--- config.mk ---
export PLATFORM = sky130hd
export DESIGN_NAME = seq_gen
export DESIGN_NICKNAME = d
export VERILOG_FILES = /design/src/rtl/seq_gen_pkg.sv /design/src/rtl/seq_gen.sv
export SDC_FILE = /design/constraint.sdc
export NUM_CORES = 1
export LEC_CHECK = 0
export CORE_MARGIN = 2
export CORE_UTILIZATION = 25
export CTS_BUF_LIST = sky130_fd_sc_hd__clkbuf_8
export CTS_CLUSTER_SIZE = 20
export DETAILED_ROUTE_END_ITERATION = 8
export HOLD_SLACK_MARGIN = 0.12
export PLACE_DENSITY = 0.48
export RECOVER_POWER = 100
export SYNTH_ARGS = -nofsm -noshare
export SYNTH_HDL_FRONTEND = slang
export SYNTH_SLANG_ARGS = --single-unit
--- constraint.sdc ---
create_clock -name clk -period 3.85 [get_ports clk]
set_clock_uncertainty 0.1 [all_clocks]
set_input_delay 0.9625 -clock clk [delete_from_list [all_inputs] [get_ports clk]]
set_output_delay 0.9625 -clock clk [all_outputs]
set_load 0.05 [all_outputs]
--- src/rtl/seq_gen_pkg.sv ---
// seq_gen_pkg: shared state encoding, default sizes and length clamp for seq_gen
package seq_gen_pkg;
  localparam logic [1:0] IDLE = 2'd0, SHIFT = 2'd1, DONE = 2'd2;
  localparam int WIDTH_DEF = 8;
  localparam int RW_DEF = 4;
  function automatic int clamp_len(input int len, input int width);
    return (len == 0 || len > width) ? width : len;
  endfunction
endpackage

--- src/rtl/seq_gen.sv ---
// seq_gen: MSB-first serial pattern generator with repeat count; SEQ_GEN_LOOP_EN makes reps=0 loop forever
module seq_gen
  import seq_gen_pkg::*;
#(
  parameter int WIDTH = WIDTH_DEF,
  parameter int LW = $clog2(WIDTH + 1),
  parameter int RW = RW_DEF
) (
  input  logic             clk,
  input  logic             clr,
  input  logic             start,
  input  logic             stop,
  input  logic [WIDTH-1:0] pattern,
  input  logic [LW-1:0]    len,
  input  logic [RW-1:0]    reps,
  output logic             dout,
  output logic             dvalid,
  output logic             busy,
  output logic             done
);
  logic [1:0] state_q, state_d;
  logic [WIDTH-1:0] pat_q, pat_d, sh;
  logic [LW-1:0] len_q, len_d, idx_q, idx_d, cap_len;
  logic [RW-1:0] rep_q, rep_d, cap_rep;
  logic loop_q, loop_d, cap_loop, dout_q, dout_d, busy_q, busy_d, done_q, done_d;
  assign cap_len = LW'(clamp_len(int'(len), WIDTH));
  assign cap_rep = reps == '0 ? RW'(1) : reps;
`ifdef SEQ_GEN_LOOP_EN
  assign cap_loop = reps == '0;
`else
  assign cap_loop = 1'b0;
`endif
  always_comb begin
    state_d = IDLE;
    pat_d = pat_q;
    len_d = len_q;
    idx_d = idx_q;
    rep_d = rep_q;
    loop_d = loop_q;
    busy_d = 1'b0;
    done_d = 1'b0;
    if (start && !stop && state_q != SHIFT) begin
      state_d = SHIFT;
      pat_d = pattern;
      len_d = cap_len;
      idx_d = cap_len - LW'(1);
      rep_d = cap_rep;
      loop_d = cap_loop;
      busy_d = 1'b1;
    end else if (state_q == SHIFT && !stop) begin
      state_d = SHIFT;
      busy_d = 1'b1;
      if (idx_q != '0) idx_d = idx_q - LW'(1);
      else if (loop_q || rep_q > RW'(1)) begin
        // reload with no gap so repetitions run back-to-back
        idx_d = len_q - LW'(1);
        rep_d = loop_q ? rep_q : rep_q - RW'(1);
      end else begin
        state_d = DONE;
        busy_d = 1'b0;
        done_d = 1'b1;
      end
    end
    sh = pat_d >> idx_d;
    dout_d = busy_d & sh[0];
  end
  always_ff @(posedge clk or posedge clr) begin
    if (clr) begin
      state_q <= IDLE;
      pat_q <= '0;
      len_q <= '0;
      idx_q <= '0;
      rep_q <= '0;
      loop_q <= 1'b0;
      dout_q <= 1'b0;
      busy_q <= 1'b0;
      done_q <= 1'b0;
    end else begin
      state_q <= state_d;
      pat_q <= pat_d;
      len_q <= len_d;
      idx_q <= idx_d;
      rep_q <= rep_d;
      loop_q <= loop_d;
      dout_q <= dout_d;
      busy_q <= busy_d;
      done_q <= done_d;
    end
  end
  assign dout = dout_q;
  assign dvalid = busy_q;
  assign busy = busy_q;
  assign done = done_q;
endmodule
==> results of run 1 <==
-- routing by layer --
metal,share of wire,routed length (um)
met5,0,0
met4,0.017,52
met3,0.041,126
met2,0.44,1350
met1,0.50,1560
-- layout by cell type (no fill, tap or decap), drive strengths merged --
cell            n
xor2            2
a311oi          1
mux2            3
o211ai          3
o21ai           7
nor2            9
a21o            1
mux2i           3
dfrtp          24
and2b           2
or3             1
xnor2           1
nand2b          3
clkdlybuf4s50  17
or2b            1
a21oi           6
a22o            1
or2             6
a211oi          2
nor3b           1
nor3            6
nand3           4
ha              5
clkbuf          5
o311a           1
a221oi          1
a31o            1
inv             8
or3b            3
a22oi           2
nor2b           2
nand3b          1
dlygate4sd3     6
a32o            1
nand2          30
a31oi           2
-- layout make-up --
class,instances,area (sq um),share of cell area
Timing Repair Buffer,25,238,0.136
Sequential cell,24,601,0.344
Multi-Input combinational cell,112,748,0.428
Inverter,8,30.0,0.0172
Clock buffer,3,41.3,0.0236
Tap cell,72,90.1,0.0515
-- flip-flops by register name, summed over array words and instances (netlist names) --
| signal | cells |
|---|---|
| busy | 1 |
| rep_q | 4 |
| state_q | 2 |
| dout | 1 |
| idx_q | 4 |
| len_q | 4 |
| pat_q | 8 |
-- critical path, delay by kind of cell --
kind,cells,cell delay [ns]
buf+inv,2,1.07
simple gates,3,0.90
mux,1,0.15
compound gates,2,0.33
-- Yosys cell counts, types with 4 or more instances --
cell type and instances:
sky130_fd_sc_hd__nand2_1 30, sky130_fd_sc_hd__dfrtp_1 24, sky130_fd_sc_hd__inv_1 8, sky130_fd_sc_hd__nor2_1 7
sky130_fd_sc_hd__o21ai_0 7, sky130_fd_sc_hd__a21oi_1 5, sky130_fd_sc_hd__ha_1 5, sky130_fd_sc_hd__nor3_1 5
sky130_fd_sc_hd__or2_2 5, sky130_fd_sc_hd__nand3_1 4
-- logic make-up after synthesis --
family                   count (synthesis)
AND/OR/NAND/NOR                         69
buffers and inverters                   14
flip-flops                              24
XOR/XNOR                                 3
AO/OA/AOI/OAI                           29
adder cells (fa/ha/maj)                  5
multiplexers                             6
-- power by group through the flow --
stage / combinational, uW / sequential, uW / clock (uW)
floorplan: 268 / 372 / 0
global placement: 352 / 368 / 0
detailed placement: 354 / 369 / 0
CTS: 357 / 363 / 162
global route: 394 / 370 / 172
finish: 348 / 363 / 152
-- final timing paths --
| path | depth (start not counted) | start | end |
|---|---|---|---|
| worst min register to register | 2 | pat_q[4] | pat_q[4] |
| worst max register to register | 9 | idx_q[0] | dout |
| worst min-delay path | 2 | pat_q[4] | pat_q[4] |
| max in group asynchronous | 2 | clr | dout |
| min in group asynchronous | 2 | clr | pat_q[2] |
| worst max-delay path | 8 | stop | dout |
-- through the flow --
stage,setup slack (ns),std cells,power (uW),hold slack [ns],cell area (sq um)
3_5_place_dp,0.423,241,723,0.358,1720
5_1_grt,0.360,244,936,0.412,1750
4_1_cts,0.717,244,882,0.382,1760
6_report,0.530,244,862,0.375,1750
3_3_place_gp,0.414,241,720,0.355,1720
2_1_floorplan,1.07,150,639,0.336,1420
==> results.sh, run 1 <==
export IMPL_post_synth_and_or_nand_nor_area_fraction=0.264
export IMPL_reg2reg_slack_ns=1.17
export IMPL_port_buffers=23
export IMPL_die_w_um=79.4
export IMPL_tightest_slew_ns=0.927
export IMPL_globalRouteMet1Util=0.144
export IMPL_num_io_pins=24
export IMPL_grt_start_max_net_pins=25
export IMPL_drtAntennaViolNets=0
export IMPL_cts_hold_repair_buffers=0
export IMPL_core_area_sq_um=5510
export IMPL_required_ns=3.95
export IMPL_clk_pin_slew_ns=0.08
export IMPL_post_cts_setup_buffers=0
export IMPL_synth_compound_area_frac=0.158
export IMPL_netlist_area_leader_share=0.423
export IMPL_rows=27
export IMPL_synth_mux_area_frac=0.0449
export IMPL_n_antenna_cell=0
export IMPL_period_needed_ns=3.32
export IMPL_switchingPower_uw=323
export IMPL_area_growth_pct=23.1
export IMPL_synth_adder_area_share=0.0441
export IMPL_detailed_route_iter0_violations=65
export IMPL_routed_wl_per_cell_um=12.6
export IMPL_finalWeightedCongestion=0.864
export IMPL_switching_share=0.374
export IMPL_globalRoute_busiestLayer="met2"
export IMPL_pwr_share_comb=0.403
export IMPL_num_nets_final=199
export IMPL_drt_pass1_iterations=4
export IMPL_post_dp_hpwl_um=2340
export IMPL_grt_setup_unrepaired="false"
export IMPL_synth_async_sr_flop_share=1.00
export IMPL_synth_area_sq_um=1420
export IMPL_vias=1097
export IMPL_grt_util_met2=0.173
export IMPL_worstHoldPathType="flop to flop"
export IMPL_cts_tree="yes"
export IMPL_die_area_sq_um=6300
export IMPL_slew_limit_headroom=0.381
export IMPL_synth_seq_cells=24
export IMPL_synth_top_cells_by_area="sky130_fd_sc_hd__dfrtp_1, sky130_fd_sc_hd__nand2_1, sky130_fd_sc_hd__ha_1"
export IMPL_crit_path_max_fanout=11
export IMPL_groute_usage_overall=0.111
export IMPL_report_final_hold_viol_count=0
export IMPL_criticalPathCategory="primary input to flop"
export IMPL_routed_wl_um=3080
export IMPL_pwr_share_clk=0.176
export IMPL_grt_ovfl_total=0
export IMPL_syn_avg_cell_area_sq_um=9.47
export IMPL_final_setup_tns_ns=0
export IMPL_synth_nets=175
export IMPL_htree_num_levels=1
export IMPL_grt_first_pass_wirelength_um=5410
export IMPL_synth_main_ff_cell="sky130_fd_sc_hd__dfrtp_1"
export IMPL_cellPowerDensity_nw_per_um2=493
export IMPL_finalMaxSlewViolations=0
export IMPL_die_h_um=79.4
export IMPL_drc=0
export IMPL_finalSetupViolCount=0
export IMPL_pwr_share_seq=0.421
export IMPL_internal_power_uw=540
export IMPL_synthesis_yosys_warnings=0
export IMPL_slowest_stage="sky130_fd_sc_hd__dlygate4sd3_1"
export IMPL_clock_insertion_delay_at_the_later_pin_of_the_skew_report_ns=0.27
export IMPL_synth_edff_count=0
export IMPL_post_route_util=0.317
export IMPL_synthXorXnorAreaFrac=0.0185
export IMPL_initial_core_utilization=0.258
export IMPL_cts_root_buf="sky130_fd_sc_hd__clkbuf_8"
export IMPL_worst_case_clock_buffer_depth=2
export IMPL_type_of_element_launching_the_critical_path="primary input"
export IMPL_final_clock_period_utilization_by_the_worst_path=0.862
export IMPL_ir_worst_vdd_mv=0.180
export IMPL_cpPeakStageDelay_ns=0.58
export IMPL_maxCapViolCount=0
export IMPL_grt_pass1_vias=1168
export IMPL_worstPathCellList="dlygate4sd3_1, or2b_2, nor2_8, clkbuf_1, a211oi_4, mux2i_1, or3b_1, a31oi_1"
export IMPL_lkg_pwr_uw=0.000780
export IMPL_synth_cell_type_count=43
export IMPL_ratio_of_cells_with_drive_above_1_in_the_final_layout=0.122
export IMPL_sequential_share_of_the_synthesized_area=0.423
export IMPL_status="finished, final reports clean"
export IMPL_final_fill_count=569
export IMPL_synth_top_cell_by_area="sky130_fd_sc_hd__dfrtp_1"
export IMPL_post_cts_resize_count=0
export IMPL_tritoncts_buffers=3
export IMPL_synth_top_family_by_area="simple AND/OR/NAND/NOR gates"
export IMPL_cts_sinks=24
export IMPL_worstSetupEndpointType="flop"
export IMPL_cp_arrival_ns=3.42
export IMPL_netlist_instances=150
export IMPL_gr_usage_met3=0.0305
export IMPL_grt_antenna_before_repair=0
export IMPL_clock_fmax_ghz=0.301
export IMPL_detail_route_vias_per_cell=4.50
No activity file was read; power rests on OpenSTA's default activity.
==> inputs of run 2 (changes only) <==
--- a/config.mk
+++ b/config.mk
@@ -10,6 +10,7 @@
 export CTS_BUF_LIST = sky130_fd_sc_hd__clkbuf_8
 export CTS_CLUSTER_SIZE = 20
 export DETAILED_ROUTE_END_ITERATION = 8
+export GPL_TIMING_DRIVEN = 0
 export HOLD_SLACK_MARGIN = 0.12
 export PLACE_DENSITY = 0.48
 export RECOVER_POWER = 100
==> results.sh, run 2 (synthesis results as in run 1) <==
export IMPL_period_needed_ns=3.33
export IMPL_cts_hold_repair_buffers=0
export IMPL_grt_first_pass_wirelength_um=5400
export IMPL_max_flop_register="pat_q"
export IMPL_crit_reg2reg_launch="rep_q[0]"
export IMPL_cp_buffers_inverters=2
export IMPL_final_setup_tns_ns=0
export IMPL_clk_pin_slew_ns=0.09
export IMPL_clock_insertion_delay_at_the_later_pin_of_the_skew_report_ns=0.27
export IMPL_slew_limit_headroom=0.364
export IMPL_htree_num_levels=1
export IMPL_worstPathCellList="dlygate4sd3_1, or3b_1, clkbuf_1, a31oi_4, nor3_2, a211oi_4, mux2_2, a22oi_1, a31oi_1"
export IMPL_n_antenna_cell=0
export IMPL_die_area_sq_um=6300
export IMPL_post_dp_hpwl_um=2330
export IMPL_worstHoldPathType="flop to flop"
export IMPL_num_nets_final=203
export IMPL_finalWeightedCongestion=0.758
export IMPL_critical_path_top_delay_family="compound AO/OA/AOI/OAI gates"
export IMPL_cts_root_buf="sky130_fd_sc_hd__clkbuf_8"
export IMPL_worstSetupEndpointType="flop"
export IMPL_groute_usage_overall=0.108
export IMPL_ir_worst_vdd_mv=0.232
export IMPL_ratio_of_cells_with_drive_above_1_in_the_final_layout=0.136
export IMPL_cpPeakStageDelay_ns=0.58
export IMPL_power_total_uw=952
export IMPL_tritoncts_buffers=3
export IMPL_worst_case_clock_buffer_depth=2
export IMPL_vias=1109
export IMPL_cellPowerDensity_nw_per_um2=529
export IMPL_drt_pass1_iterations=4
export IMPL_crit_path_start="stop"
export IMPL_final_fill_count=582
export IMPL_clock_fmax_ghz=0.300
export IMPL_finalSetupViolCount=0
export IMPL_maxCapViolCount=0
export IMPL_post_cts_setup_buffers=0
export IMPL_core_area_sq_um=5510
export IMPL_finalMaxSlewViolations=0
export IMPL_status="finished, final reports clean"
export IMPL_type_of_element_launching_the_critical_path="primary input"
export IMPL_grt_pass1_vias=1144
export IMPL_routed_wl_um=3090
export IMPL_tightest_slew_ns=0.953
export IMPL_most_frequent_cells_in_the_layout="sky130_fd_sc_hd__nand2_1, sky130_fd_sc_hd__dfrtp_1, sky130_fd_sc_hd__clkdlybuf4s50_1"
export IMPL_initial_core_utilization=0.258
export IMPL_grt_antenna_before_repair=0
export IMPL_detail_route_vias_per_cell=4.45
export IMPL_post_cts_resize_count=0
export IMPL_grt_setup_unrepaired="false"
export IMPL_hold_path_startpoint="pat_q[0]"
export IMPL_routed_wl_per_cell_um=12.4
export IMPL_die_h_um=79.4
export IMPL_final_clock_period_utilization_by_the_worst_path=0.865
export IMPL_grt_ovfl_total=0
export IMPL_cts_sinks=24
export IMPL_cts_tree="yes"
export IMPL_largest_reg_flops=8
export IMPL_cp_arrival_ns=3.39
export IMPL_slowest_stage="sky130_fd_sc_hd__dlygate4sd3_1"
export IMPL_rows=27
export IMPL_criticalPathCategory="primary input to flop"
export IMPL_required_ns=3.91
export IMPL_area_growth_pct=26.8
export IMPL_drc=0
export IMPL_die_w_um=79.4
export IMPL_num_io_pins=24
export IMPL_grt_start_max_net_pins=25
export IMPL_drtAntennaViolNets=0
export IMPL_lkg_pwr_uw=0.000806
export IMPL_port_buffers=23
export IMPL_crit_path_max_fanout=6
export IMPL_layout_cells_most_common="sky130_fd_sc_hd__nand2_1"
export IMPL_report_final_hold_viol_count=0
export IMPL_detailed_route_iter0_violations=33
[run 2: changes by cell type in the layout (fill, tap and decap cells not counted), sizes merged]
cell    delta
buf        +2
bufinv     +1
clkbuf     +2
[run 2: path summary, 6_finish.rpt]
kind / to / slack, ns / depth (start not counted)
worst max-delay path: dout / 0.52 / 9
worst min-delay path: pat_q[0] / 0.38 / 2
worst max register to register: dout / 1.05 / 10
worst min register to register: pat_q[0] / 0.38 / 2
max in group asynchronous: rep_q[0] / 1.84 / 2
min in group asynchronous: pat_q[0] / 1.23 / 2
[run 2: area by class of cell]
cell class,instances,area [sq um],share of cell area
tap,72,90.1,0.0500
clock buffer,3,41.3,0.0229
buffer,6,30.0,0.0167
inverter,8,30.0,0.0167
multi-input combinational,112,748,0.416
clock inverter,1,30.0,0.0167
timing repair buffer,23,230,0.128
sequential,24,601,0.334
[run 2: report_power, final]
| group | internal [uW] | leakage [uW] | switching [uW] |
|---|---|---|---|
| registers | 314 | 0.000296 | 49.5 |
| clock network | 139 | 0.0000357 | 90.8 |
| logic | 165 | 0.000474 | 193 |
| total | 618 | 0.000806 | 334 |
[run 2: worst reg2reg max path: stages, from the launching register on]
cell and delay, ns:
sky130_fd_sc_hd__dfrtp_1 0.41, sky130_fd_sc_hd__inv_1 0.09, sky130_fd_sc_hd__ha_1 0.23, sky130_fd_sc_hd__or2_2 0.30
sky130_fd_sc_hd__buf_4 0.16, sky130_fd_sc_hd__a21oi_1 0.39, sky130_fd_sc_hd__a32o_1 0.29, sky130_fd_sc_hd__a211oi_4 0.08
sky130_fd_sc_hd__mux2i_1 0.13, sky130_fd_sc_hd__or3b_1 0.35, sky130_fd_sc_hd__a31oi_1 0.18
[run 2: routing by layer]
layer | share of wire | global-route usage | wire, um | vias up
li1 | - | - | - | 566
met2 | 0.44 | 0.177 | 1360 | 23
met5 | 0 | 0 | 0 | -
met4 | 0.0036 | 0.0155 | 11 | 0
met1 | 0.50 | 0.146 | 1560 | 518
met3 | 0.051 | 0.0283 | 157 | 2
[run 2: metrics by stage]
step / hold WS (ns) / instances / util / cell area (sq um) / worst slack [ns]
2_1_floorplan: 0.336 / 150 / - / 1420 / 1.07
4_1_cts: 0.382 / 249 / 0.329 / 1810 / 0.709
3_3_place_gp: 0.354 / 245 / 0.316 / 1740 / 0.391
6_report: 0.377 / 249 / 0.327 / 1800 / 0.520
5_1_grt: 0.411 / 249 / 0.327 / 1800 / 0.361
3_5_place_dp: 0.359 / 245 / 0.316 / 1740 / 0.409
